==> src/rtl/mem_port_arbiter_pkg.sv <==
// Shared types and defaults for the unified-memory port arbiter.
package mem_arb_pkg;

  localparam int DW_DEFAULT = 32;
  localparam int AW_DEFAULT = 5;

  // IDLE: no read in flight. WAIT: a read is outstanding.
  typedef enum logic {
    IDLE = 1'b0,
    WAIT = 1'b1
  } arb_state_t;

  // Which requester the outstanding read belongs to.
  typedef enum logic [1:0] {
    OWN_NONE = 2'd0,
    OWN_IF   = 2'd1,
    OWN_DM   = 2'd2
  } owner_t;

endpackage

==> src/rtl/mem_port_arbiter_lat_tracker.sv <==
// Tracks the single outstanding read: latency down-counter plus owner tag.
// Produces per-owner rvalid strobes and the arbitration-eligible flag.
//
// state | meaning
// IDLE  | no read in flight, a grant may issue
// WAIT  | read in flight; final cycle is cnt==1, which also allows a grant
module arb_lat_tracker
  import mem_arb_pkg::*;
#(
  parameter int RD_LAT = 1
) (
  input  logic   clk,
  input  logic   rst_n,
  input  logic   issue,
  input  owner_t issue_owner,
  output logic   rvalid_if,
  output logic   rvalid_dm,
  output logic   eligible,
  output logic   ready
);

  localparam int CW = $clog2(RD_LAT + 1);

  arb_state_t    state;
  logic [CW-1:0] cnt;
  owner_t        owner;
  logic          ready_q;
  logic          last;

  // The read returns in the WAIT cycle where the counter has reached one.
  assign last      = (state == WAIT) && (cnt == CW'(1));
  // ready_q holds everything quiet for the first cycle after reset release.
  assign ready     = ready_q;
  assign eligible  = ready_q && ((state == IDLE) || last);
  assign rvalid_if = last && (owner == OWN_IF);
  assign rvalid_dm = last && (owner == OWN_DM);

  // Latency counter, owner tag and state; a new read may chain on the return cycle.
  always_ff @(posedge clk or negedge rst_n) begin
    if (!rst_n) begin
      state   <= IDLE;
      cnt     <= '0;
      owner   <= OWN_NONE;
      ready_q <= 1'b0;
    end else begin
      ready_q <= 1'b1;
      if (issue && eligible) begin
        state <= WAIT;
        cnt   <= CW'(RD_LAT);
        owner <= issue_owner;
      end else if (last) begin
        state <= IDLE;
        cnt   <= '0;
        owner <= OWN_NONE;
      end else if (state == WAIT) begin
        cnt <= cnt - CW'(1);
      end
    end
  end

endmodule

==> src/rtl/mem_port_arbiter.sv <==
// Arbitrates one single-port memory between instruction fetch (IF) and the
// data side (DM). Data side has strict priority; with ARB_STARVE_GUARD_EN
// defined, a starvation counter lets a long-waiting fetch win once.
module mem_port_arbiter
  import mem_arb_pkg::*;
#(
  parameter int AW         = AW_DEFAULT,
  parameter int DW         = DW_DEFAULT,
  parameter int RD_LAT     = 1,
  parameter int STARVE_MAX = 4
) (
  input  logic          clk,
  input  logic          rst_n,
  input  logic          if_req,
  input  logic [AW-1:0] if_addr,
  output logic          if_gnt,
  output logic          if_rvalid,
  output logic [DW-1:0] if_rdata,
  input  logic          dm_req,
  input  logic          dm_we,
  input  logic [AW-1:0] dm_addr,
  input  logic [DW-1:0] dm_wdata,
  output logic          dm_gnt,
  output logic          dm_rvalid,
  output logic [DW-1:0] dm_rdata,
  output logic          mem_en,
  output logic          mem_we,
  output logic [AW-1:0] mem_addr,
  output logic [DW-1:0] mem_wdata,
  input  logic [DW-1:0] mem_rdata,
  output logic          pipe_stall
);

  if (RD_LAT < 1) begin : g_bad_rd_lat
    $error("RD_LAT must be at least 1");
  end
  if (STARVE_MAX < 1) begin : g_bad_starve_max
    $error("STARVE_MAX must be at least 1");
  end

  logic   eligible;
  logic   ready;
  logic   rvalid_if_w;
  logic   rvalid_dm_w;
  logic   if_prio;
  logic   dm_win;
  logic   if_win;
  logic   issue;
  owner_t issue_owner;

  arb_lat_tracker #(
    .RD_LAT(RD_LAT)
  ) u_tracker (
    .clk        (clk),
    .rst_n      (rst_n),
    .issue      (issue),
    .issue_owner(issue_owner),
    .rvalid_if  (rvalid_if_w),
    .rvalid_dm  (rvalid_dm_w),
    .eligible   (eligible),
    .ready      (ready)
  );

`ifdef ARB_STARVE_GUARD_EN
  localparam int SW = $clog2(STARVE_MAX + 1);

  logic [SW-1:0] starve_cnt;

  assign if_prio = if_req && (starve_cnt == SW'(STARVE_MAX));

  // Count eligible cycles in which fetch asked and lost; saturate, clear on a fetch grant.
  always_ff @(posedge clk or negedge rst_n) begin
    if (!rst_n) begin
      starve_cnt <= '0;
    end else if (if_win) begin
      starve_cnt <= '0;
    end else if (eligible && if_req && (starve_cnt != SW'(STARVE_MAX))) begin
      starve_cnt <= starve_cnt + SW'(1);
    end
  end
`else
  assign if_prio = 1'b0;
`endif

  assign dm_win      = eligible && dm_req && !if_prio;
  assign if_win      = eligible && if_req && !dm_win;
  assign issue       = if_win || (dm_win && !dm_we);
  assign issue_owner = if_win ? OWN_IF : OWN_DM;

  assign if_gnt     = if_win;
  assign dm_gnt     = dm_win;
  assign if_rvalid  = rvalid_if_w;
  assign dm_rvalid  = rvalid_dm_w;
  assign if_rdata   = rvalid_if_w ? mem_rdata : '0;
  assign dm_rdata   = rvalid_dm_w ? mem_rdata : '0;
  assign pipe_stall = ready && if_req && !if_win;

  // Memory strobe and operands come straight from the winner, zero otherwise.
  always_comb begin
    mem_en    = if_win || dm_win;
    mem_we    = dm_win && dm_we;
    mem_addr  = '0;
    mem_wdata = '0;
    if (dm_win) begin
      mem_addr  = dm_addr;
      mem_wdata = dm_wdata;
    end else if (if_win) begin
      mem_addr = if_addr;
    end
  end

endmodule

==> config.mk <==
export PLATFORM = sky130hd
export DESIGN_NAME = mem_port_arbiter
export DESIGN_NICKNAME = d
export VERILOG_FILES = /design/src/rtl/mem_port_arbiter_pkg.sv /design/src/rtl/mem_port_arbiter_lat_tracker.sv /design/src/rtl/mem_port_arbiter.sv
export SDC_FILE = /design/constraint.sdc
export NUM_CORES = 1
export LEC_CHECK = 0
export CORE_ASPECT_RATIO = 1.4
export CORE_MARGIN = 4
export CORE_UTILIZATION = 21
export CTS_CLUSTER_DIAMETER = 50
export DETAILED_ROUTE_END_ITERATION = 10
export PLACE_DENSITY = 0.83
export SYNTH_ARGS = -nofsm -noshare
export SYNTH_HDL_FRONTEND = slang
export SYNTH_HIERARCHICAL = 1
export SYNTH_SLANG_ARGS = --single-unit
==> constraint.sdc <==
create_clock -name clk -period 2.4 [get_ports clk]
set_clock_uncertainty 0.15 [all_clocks]
set_input_delay 0.72 -clock clk [delete_from_list [all_inputs] [get_ports clk]]
set_output_delay 0.72 -clock clk [all_outputs]
set_load 0.005 [all_outputs]
==> summary.md <==
| Metric | Value |
|---|---|
| CP Max Fanout | 17 |
| Syn Inst Count | 159 |
| First-pass GRT wire length | just under 10000 µm |
| Final std cells w/o fill | 432 |
| Post-synthesis sequential area ratio | 11.8% |
| Most frequent cell on the critical path | nor2b_4 |
| Most common cell after layout, fill and taps aside | clkdlybuf4s50_1 |
| Clk buf depth | 2 |
| Adder-Cell Fraction of Synth Area | 0% |
| Final setup viols | 27 |
| Core area | 0.00488 mm² |
| Later-pin clock latency in the skew report | 0.22 ns |
| Die H | 92.1 µm |
| Total Nets Final | 448 |
| Cell Chain, Critical Path | buf_4 -> nor2b_4 -> nor2b_4 -> buf_8 -> and3_1 -> clkdlybuf4s15_2 |
| Layout area overhead | 200% |
| Synth Area in XOR/XNOR | 0% |
| CTS Sinks | 5 |
| Seq cells post-synth | 5 |
| Largest net degree at the start of global routing | 18 |
| Pins over their slew limit | 0 |
| Placed Instances | approximately 410 |
| Initial antenna violation count | 1 |
| First drt pass iteration count | 4 |
| Synth Warn # | 6 |
| Largest family of logic cells by synthesized area | simple AND/OR/NAND/NOR gates |
| Mux share of post-synthesis cell area | 0% |
| Clock-pin slew on the worst setup and hold paths | about 0.040 ns |
| Fin Hold WS | between 0.5 and 0.6 ns |
| Slowest cell on crit path | dfrtp_1 |
| Cell area after synthesis | 0.00106 mm² |
| CTS buffer count | 3 |
| Failing checks | setup timing |
| CTS tree | yes |
| CTS Root Cell | clkbuf_8 |
| Worst Hold Class | reg -> reg |
| Simple-gate share of the synthesized area | 72.2% |
| WS Path Type | reg -> out |
| Top-level I/O count | 187 |
| Compound-Gate Fraction of Synth Area | under 10% |
| Worst vdd ir | 0.000321 V |
| Final period util | 102% |
| CP required | 1.53 ns |
| CP Capture Type | primary output |
| Vias in the first global route | 1982 |
| Most frequent cells in the layout | clkdlybuf4s50_1, and2_1, buf_2 |
| Row count | 30 |
| DR DRC count | 0 |
| Synthesized Nets | roughly 240 |
| Yosys cell types | 23 |
| Syn avg cell area | 6.67 µm² |
| Via density per instance | ~4.5 |
| Die width | 68.1 µm |
| RSZ-0062 raised after global routing | yes |
| DP Wirelength | between 5000 and 6000 µm |
| Status | finished, violations left |
| WL per Instance | roughly 16 µm |
| Grt ovf | 0 |
| I/O Buffers | 186 |
| DRT iter0 DRCs | 39 |
| GRT Util Overall | approximately a fifth |
| Antenna Violating Nets Remaining | 0 |
| Fin. Hold Viols | 0 |
| Initial core utilization | a little over a fifth |
| Crit path DAT | ~1.6 ns |
| Slowest stage delay, CP | 0.38 ns |
| Die area | 0.00627 mm² |
| Final wirelength | 7000 µm |
| P_leak | 1.69 nW |
| Post-route setup slack | -0.0563 ns |
| Tmin final | 2.46 ns |
| Crit path launch type | flip-flop |
| Layout cells sized above 1 | 48.1% |
| Fmax | 407 MHz |
| Via Count | between 1500 and 2000 |
| Max-Cap Viols | 0 |
| GPL Wtd Cong | 0.737 |
| Pwr Density | 329 mW/mm² |
| CTS HTree Levels | 1 |
| # diodes | 0 |
-- power by group --
part           leakage (nW)  internal [mW]  total [mW]  switching (mW)
Combinational          1.60          0.467       0.737           0.269
Clock                0.0228          0.114       0.159          0.0443
Sequential           0.0615          0.111       0.149          0.0378
Total                  1.69          0.693        1.04           0.351
-- final cells by class --
| type | instances | area [µm²] |
|---|---|---|
| Multi-Input combinational cell | 137 | 961 |
| Timing Repair Buffer | 220 | 1960 |
| Inverter | 2 | 7.51 |
| Sequential cell | 5 | 126 |
| Tap cell | 64 | 80.1 |
| Fill cell | 443 | 1700 |
| Clock buffer | 4 | 45.0 |
-- worst max-delay path: cells and delay by family (launching register included) --
kind                   cells  cell delay (ns)
AND/OR/NAND/NOR            3             0.46
buffers and inverters      3             0.52
flip-flops                 1             0.38
-- kinds of logic (layout without fill, tap and decap cells) --
family / after synthesis / count (layout)
AND/OR/NAND/NOR: 124 / 124
flip-flops: 5 / 5
other: 1 / 1
buffers and inverters: 17 / 226
AO/OA/AOI/OAI: 12 / 12
-- metrics by stage --
| step | instance area (µm²) | total power, mW | worst slack (ns) | util, % | TNS (ns) |
|---|---|---|---|---|---|
| global placement | 3090 | 0.731 | -0.675 | 63.4 | -42.42 |
| floorplan | 1060 | 0.330 | 0.325 | - | 0 |
| global route | 3180 | 1.11 | -0.115 | 65.1 | -3.87 |
| CTS | 3300 | 1.02 | -0.105 | 67.7 | -1.54 |
| finish | 3180 | 1.04 | -0.0563 | 65.1 | -0.734 |
| detailed placement | 3090 | 0.741 | -0.699 | 63.4 | -43.08 |
-- synth_stat cells --
cell | count | share of area [%]
nor2b_1 | 1 | 0.59
nor3b_2 | 2 | 2.4
conb_1 | 1 | 0.35
nand2b_1 | 5 | 2.9
and3_1 | 34 | 20
nand3_1 | 10 | 4.7
buf_4 | 2 | 1.4
nor2b_2 | 1 | 0.83
dfrtp_1 | 5 | 12
inv_1 | 1 | 0.35
buf_2 | 10 | 4.7
inv_2 | 1 | 0.35
o21ai_2 | 1 | 0.83
nand2_2 | 1 | 0.59
nand2_1 | 5 | 1.8
a21o_1 | 1 | 0.71
o21ai_0 | 5 | 2.4
clkbuf_1 | 3 | 1.1
a21oi_1 | 1 | 0.47
o2111ai_1 | 2 | 1.7
a21boi_2 | 1 | 1.1
o21a_1 | 1 | 0.71
and2_1 | 65 | 38
-- path summary, 6_finish.rpt --
| check | end | slack (ns) | start | cells after the start |
|---|---|---|---|---|
| worst min register to register | u_tracker/owner[1] | 0.51 | u_tracker/owner[1] | 2 |
| worst max-delay path | mem_wdata[22] | -0.06 | u_tracker/state | 6 |
| min in group asynchronous | u_tracker/ready | 0.57 | rst_n | 1 |
| worst max register to register | u_tracker/owner[1] | 0.47 | u_tracker/state | 9 |
| worst min-delay path | u_tracker/owner[1] | 0.51 | u_tracker/owner[1] | 2 |
| max in group asynchronous | u_tracker/cnt | 1.32 | rst_n | 1 |
-- per-layer routing --
| layer | track usage (%) | share of wire (%) | wire length (µm) | vias up |
|---|---|---|---|---|
| met3 | 6.13 | 13 | 917 | 6 |
| met2 | 42.4 | 56 | 3940 | 142 |
| met1 | 16.8 | 30 | 2090 | 854 |
| li1 | - | - | - | 944 |
| met5 | 0 | 0.19 | 13 | - |
| met4 | 3.32 | 0.51 | 36 | 2 |
-- sequential cells by signal (all words and copies together), names as in the netlist --
register	flops
u_tracker/ready	1
u_tracker/cnt	1
u_tracker/owner	2
u_tracker/state	1
-- what timing repair did --
action | in CTS | in global routing
hold buffers | 0 | 0
pin swaps | 3 | 6
endpoints found under the setup margin | 108 | 101
hold endpoints to repair | 0 | 0
buffers inserted | 14 | 0
gates cloned | 8 | 0
gates resized for setup | 351 | 104
(Power assumes the default switching activity.)
